File: src/rtl/maxpool2d_stream.sv
// rtl/maxpool2d_stream.sv - streaming KxK / stride-K max-pool over float32 raster frames
// Per-column partial maxima live in a line buffer; one pooled word is emitted per window.
module maxpool2d_stream #(
    parameter int IMG_W    = 28,
    parameter int IMG_H    = 28,
    parameter int POOL     = 2,
    parameter int ABS_MODE = 1
) (
    input  logic        clk,
    input  logic        rst,
    input  logic        clear,
    input  logic [31:0] in_data,
    input  logic        in_valid,
    output logic        in_ready,
    output logic [31:0] out_data,
    output logic        out_valid,
    input  logic        out_ready,
    output logic        out_last,
    output logic        busy
);

    localparam int WCOLS = IMG_W / POOL;
    localparam int CW    = (IMG_W > 1) ? $clog2(IMG_W) : 1;
    localparam int RW    = (IMG_H > 1) ? $clog2(IMG_H) : 1;
    localparam int KW    = $clog2(POOL);
    localparam int WW    = (WCOLS > 1) ? $clog2(WCOLS) : 1;

    localparam logic [CW-1:0] COL_LAST = CW'(IMG_W - 1);
    localparam logic [RW-1:0] ROW_LAST = RW'(IMG_H - 1);
    localparam logic [KW-1:0] K_LAST   = KW'(POOL - 1);

    if ((IMG_W % POOL) != 0 || (IMG_H % POOL) != 0) begin : g_bad_geometry
        $error("maxpool2d_stream: IMG_W and IMG_H must be multiples of POOL");
    end

    logic [CW-1:0] col;
    logic [RW-1:0] row;
    logic [KW-1:0] kx;
    logic [KW-1:0] ky;
    logic [WW-1:0] wcol;
    logic [31:0]   h_max;
    logic [31:0]   lbuf [WCOLS];

    logic          accept;
    logic          kx_end;
    logic          ky_end;
    logic          frame_end;
    logic [31:0]   h_next;
    logic [31:0]   lb_rd;
    logic [31:0]   v_max;

    // Strict "a beats b"; equal keys return 0 so the earlier raster pixel survives.
    function automatic logic gt(input logic [31:0] a, input logic [31:0] b);
        if (ABS_MODE != 0)
            return a[30:0] > b[30:0];
        else if (a[30:0] == 31'd0 && b[30:0] == 31'd0)
            return 1'b0;
        else if (a[31] != b[31])
            return b[31];
        else if (!a[31])
            return a[30:0] > b[30:0];
        else
            return a[30:0] < b[30:0];
    endfunction

    assign in_ready  = !out_valid || out_ready;
    assign accept    = in_valid && in_ready && !clear;
    assign kx_end    = (kx == K_LAST);
    assign ky_end    = (ky == K_LAST);
    assign frame_end = (row == ROW_LAST) && (col == COL_LAST);

    always_comb begin
        h_next = h_max;
        if (kx == '0)
            h_next = in_data;
        else if (gt(in_data, h_max))
            h_next = in_data;
    end

    // The stored value is always earlier in raster order, so it wins ties.
    assign lb_rd = lbuf[wcol];
    assign v_max = gt(h_next, lb_rd) ? h_next : lb_rd;

    always_ff @(posedge clk) begin
        if (accept && kx_end && !ky_end)
            lbuf[wcol] <= (ky == '0) ? h_next : v_max;
    end

    always_ff @(posedge clk or posedge rst) begin
        if (rst) begin
            col       <= '0;
            row       <= '0;
            kx        <= '0;
            ky        <= '0;
            wcol      <= '0;
            h_max     <= '0;
            out_data  <= '0;
            out_valid <= 1'b0;
            out_last  <= 1'b0;
            busy      <= 1'b0;
        end else if (clear) begin
            col       <= '0;
            row       <= '0;
            kx        <= '0;
            ky        <= '0;
            wcol      <= '0;
            out_valid <= 1'b0;
            out_last  <= 1'b0;
            busy      <= 1'b0;
        end else begin
            if (out_valid && out_ready) begin
                out_valid <= 1'b0;
                out_last  <= 1'b0;
                if (out_last)
                    busy <= 1'b0;
            end

            if (accept) begin
                h_max <= h_next;

                if (col == '0 && row == '0)
                    busy <= 1'b1;

                if (kx_end && ky_end) begin
                    out_data  <= v_max;
                    out_valid <= 1'b1;
                    out_last  <= frame_end;
                end

                if (col == COL_LAST) begin
                    col  <= '0;
                    kx   <= '0;
                    wcol <= '0;
                    if (row == ROW_LAST) begin
                        row <= '0;
                        ky  <= '0;
                    end else begin
                        row <= row + RW'(1);
                        ky  <= ky_end ? '0 : ky + KW'(1);
                    end
                end else begin
                    col <= col + CW'(1);
                    if (kx_end) begin
                        kx   <= '0;
                        wcol <= wcol + WW'(1);
                    end else begin
                        kx <= kx + KW'(1);
                    end
                end
            end
        end
    end

endmodule
File: config.mk
export PLATFORM = sky130hd
export DESIGN_NAME = maxpool2d_stream
export DESIGN_NICKNAME = d
export VERILOG_FILES = /design/src/rtl/maxpool2d_stream.sv
export SDC_FILE = /design/constraint.sdc
export NUM_CORES = 1
export LEC_CHECK = 0
export BUFFER_PORTS_ARGS = -buffer_cell sky130_fd_sc_hd__buf_4
export CELL_PAD_IN_SITES_DETAIL_PLACEMENT = 1
export CELL_PAD_IN_SITES_GLOBAL_PLACEMENT = 1
export CORE_ASPECT_RATIO = 0.6
export CORE_MARGIN = 4
export CORE_UTILIZATION = 45
export CTS_CLUSTER_SIZE = 24
export DETAILED_ROUTE_END_ITERATION = 10
export PLACE_DENSITY = 0.72
export SYNTH_ARGS = -nofsm -noshare
export SYNTH_HDL_FRONTEND = slang
export SYNTH_SLANG_ARGS = --single-unit
export TNS_END_PERCENT = 20
File: constraint.sdc
create_clock -name clk -period 12.2 [get_ports clk]
set_input_delay 1.22 -clock clk [delete_from_list [all_inputs] [get_ports clk]]
set_output_delay 1.22 -clock clk [all_outputs]
set_load 0.005 [all_outputs]
==> results.json <==
{
  "rows": 64,
  "synth_cell_types": 54,
  "critPathLaunch": "in_data[8]",
  "htreeDepth": 2,
  "whs_ns": 0.502,
  "wirelength_um": 60400,
  "clockBufferDepth": 3,
  "cts.sinks": 531,
  "rsz0062_at_grt": "false",
  "antenna_found_initial": 0,
  "start_kind": "primary input",
  "dieArea_um2": 55900,
  "ios": 73,
  "p_leak_nw": 9.21,
  "dr.first_iter.drc_count": 1096,
  "post_cts_buffers": 0,
  "grt_pass1_wl_um": 91100,
  "power.share.sequential_pct": 50.0,
  "n_antenna_cell": 0,
  "drc_errors": 0,
  "drt_pass1_iterations": 5,
  "cts_hold_buf": 0,
  "core_um2": 51200,
  "layout.nets": 1646,
  "clkPwrFrac_pct": 33.4,
  "finalCritPeriodShare_pct": 59.6,
  "path_class": "primary input to register",
  "hold_depth": 2,
  "synth_cells": 1470,
  "synth_largest_area_cell": "edfxtp_1",
  "status": "completed",
  "drv_slew": 0,
  "synth_area_um2": 23400,
  "peakVddDrop_uv": 142,
  "clock-root-buffer": "clkbuf_16",
  "fp.dieW_um": 303,
  "synth_seq_cells": 531,
  "p_int_w": 0.00326,
  "routabilityCongestion": 0.809,
  "insertion_delay_ns": 0.59,
  "post-synth-top-area-fraction_pct": 57.4,
  "rr_worst_depth": 17,
  "power_frac_comb_pct": 16.6,
  "vias": 13253,
  "drt-vias-per-instance": 5.84,
  "hold_path_end": "out_data[27]",
  "synth_flop_cell": "edfxtp_1",
  "setup-violations-final": 0,
  "max_cap_violations": 0,
  "hold_violations": 0,
  "port_buffers": 72,
  "crit_arrival_ns": 7.46,
  "grt_max_degree": 100,
  "drtAntennaViolNets": 0,
  "area_growth_pct": 12.0,
  "numCtsBuffers": 48,
  "hpwlAfterDp_um": 36500,
  "yosys_warnings": 0,
  "grt_util_all_layers_pct": 21.9,
  "wl_per_cell_um": 26.6,
  "cts_tree": "yes",
  "min_path_type": "register to register",
  "cp.required_ns": 12.40,
  "cp_max_fo": 24,
  "layout-drive-gt1-share_pct": 22.9,
  "power_density_nw_per_um2": 171,
  "clk_pin_slew_ns": 0.07,
  "tightest_slew_ns": 1.31,
  "die_h_um": 185,
  "relSlewSlack_pct": 10.2,
  "syn-num-nets": 1577,
  "synth_edf_count": 448,
  "cts_resized": 0,
  "finalSetupTns_ns": 0,
  "hp-start": "out_data[27]",
  "syn_avg_cell_area_um2": 16.0,
  "netSwitchingPower_w": 0.00123,
  "async_reset_ff_share_pct": 15.6,
  "grt_overflow_total": 0,
  "regToRegEndpoint": "lbuf[2][16]",
  "start_util_pct": 45.8,
  "reg2reg_slack_ns": 5.23,
  "fmax_ghz": 0.138,
  "min_period_ns": 7.27,
  "p_sw_share_pct": 27.4,
  "yosysSeqAreaShare_pct": 66.2,
  "fin_skew_ns": 0.0182,
  "grt_pass1_vias": 13858,
  "reg2reg_from": "h_max[8]",
  "end_kind": "register",
  "synth_area_leaders": "edfxtp_1 57%, mux4_2 9.2%, dfrtp_1 8.9%, mux2i_1 4.3%, ha_1 3.7%"
}
-- kinds of logic (layout without fill, tap and decap cells) --
kind of cell / count (synthesis) / in the layout / share of synthesized area, %
flip-flops: 531 / 531 / 66.2
AND/OR/NAND/NOR: 259 / 259 / 4.93
AO/OA/AOI/OAI: 231 / 231 / 6.78
multiplexers: 225 / 225 / 15.2
buffers and inverters: 152 / 259 / 3.07
adder cells (fa/ha/maj): 70 / 70 / 3.74
XOR/XNOR: 2 / 2 / 0.0747
-- worst max path at each step --
stage | end | slack, ns
global route | lbuf[8][18] | 4.59
global placement | lbuf[10][18] | 4.45
finish | lbuf[2][16] | 4.93
detailed placement | lbuf[8][16] | 4.33
CTS | lbuf[7][18] | 4.96
floorplan | lbuf[0][10] | 6.94
-- layout by cell type (no fill, tap or decap), types with 32 or more instances in the layout --
| cell | Yosys | layout |
|---|---|---|
| nor2_1 | 127 | 117 |
| buf_4 | 1 | 99 |
| mux2i_1 | 100 | 100 |
| a32oi_1 | 32 | 32 |
| nand2_1 | 71 | 71 |
| edfxtp_1 | 448 | 448 |
| o31ai_1 | 32 | 32 |
| mux4_2 | 96 | 96 |
| inv_1 | 71 | 70 |
| ha_1 | 70 | 70 |
| a21oi_1 | 60 | 60 |
| dfrtp_1 | 83 | 79 |
| clkbuf_16 | 0 | 48 |
-- flip-flops by register name, indices dropped and copies added, names as in the netlist --
register   count
lbuf         448
h_max         32
out_data      32
col            5
row            5
wcol           4
busy           1
kx             1
ky             1
out_last       1
out_valid      1
-- cell type report --
| type | count | area (um^2) |
|---|---|---|
| clock buffers | 56 | 1230 |
| clock inverters | 32 | 292 |
| fillers | 4837 | 25000 |
| inverters | 71 | 268 |
| multi-input cells | 787 | 7310 |
| flip-flops and latches | 531 | 15500 |
| well taps | 693 | 867 |
| repair buffers | 100 | 763 |
-- worst max-delay path, cell delays in order --
cell,delay (ns)
buf_4,0.12
ha_1,0.32
a211oi_2,0.18
nor2_1,0.08
o31ai_2,0.28
a31oi_2,0.19
o21ai_4,0.77
mux2i_1,0.66
inv_1,0.13
ha_1,0.33
nand4_1,0.13
nor4_1,0.73
nand2_1,0.26
a22oi_4,0.27
nand3_2,0.29
buf_4,0.43
mux2i_1,1.04
-- synthesized netlist by cell type (4+ instances only) --
| master | number |
|---|---|
| o31ai_1 | 32 |
| nand2b_1 | 6 |
| nand4_1 | 11 |
| o21ai_0 | 24 |
| a21oi_2 | 31 |
| nand2_1 | 71 |
| buf_2 | 23 |
| edfxtp_1 | 448 |
| dfrtp_1 | 83 |
| mux4_2 | 96 |
| mux2i_1 | 100 |
| a21oi_1 | 60 |
| nor3_1 | 9 |
| buf_1 | 9 |
| mux2i_2 | 28 |
| nand3_1 | 15 |
| o21ai_1 | 28 |
| buf_6 | 9 |
| ha_1 | 70 |
| nor2_1 | 127 |
| nand3b_1 | 4 |
| a32oi_1 | 32 |
| inv_1 | 71 |
| clkbuf_1 | 35 |
| a21o_1 | 9 |
-- power groups by stage --
stage | logic, W | registers (W) | clock network, W
after floorplan | 0.000497 | 0.00222 | 0
after global placement | 0.000719 | 0.00228 | 0
after detailed placement | 0.000750 | 0.00228 | 0
after CTS | 0.000754 | 0.00224 | 0.00153
after global routing | 0.000822 | 0.00225 | 0.00161
final | 0.000745 | 0.00224 | 0.00150
-- metrics by stage --
stage	setup slack, ns	util (%)	total power (W)	area [um^2]	std cells
finish	4.93	51.3	0.00448	26300	2270
global route	4.59	51.3	0.00469	26300	2270
CTS	4.96	51.3	0.00453	26300	2270
detailed placement	4.33	48.3	0.00303	24800	2182
global placement	4.45	48.3	0.00300	24800	2182
floorplan	6.94	-	0.00272	23400	1470
-- routing by layer --
metal  wire, um  vias up  GRT usage (%)
met3       3060       75           3.58
met4       1260        0           4.75
li1           -     5835              -
met5          0        -              0
met1      27300     7028           31.6
met2      28700      315           35.5
No activity file was read; power rests on OpenSTA's default activity.
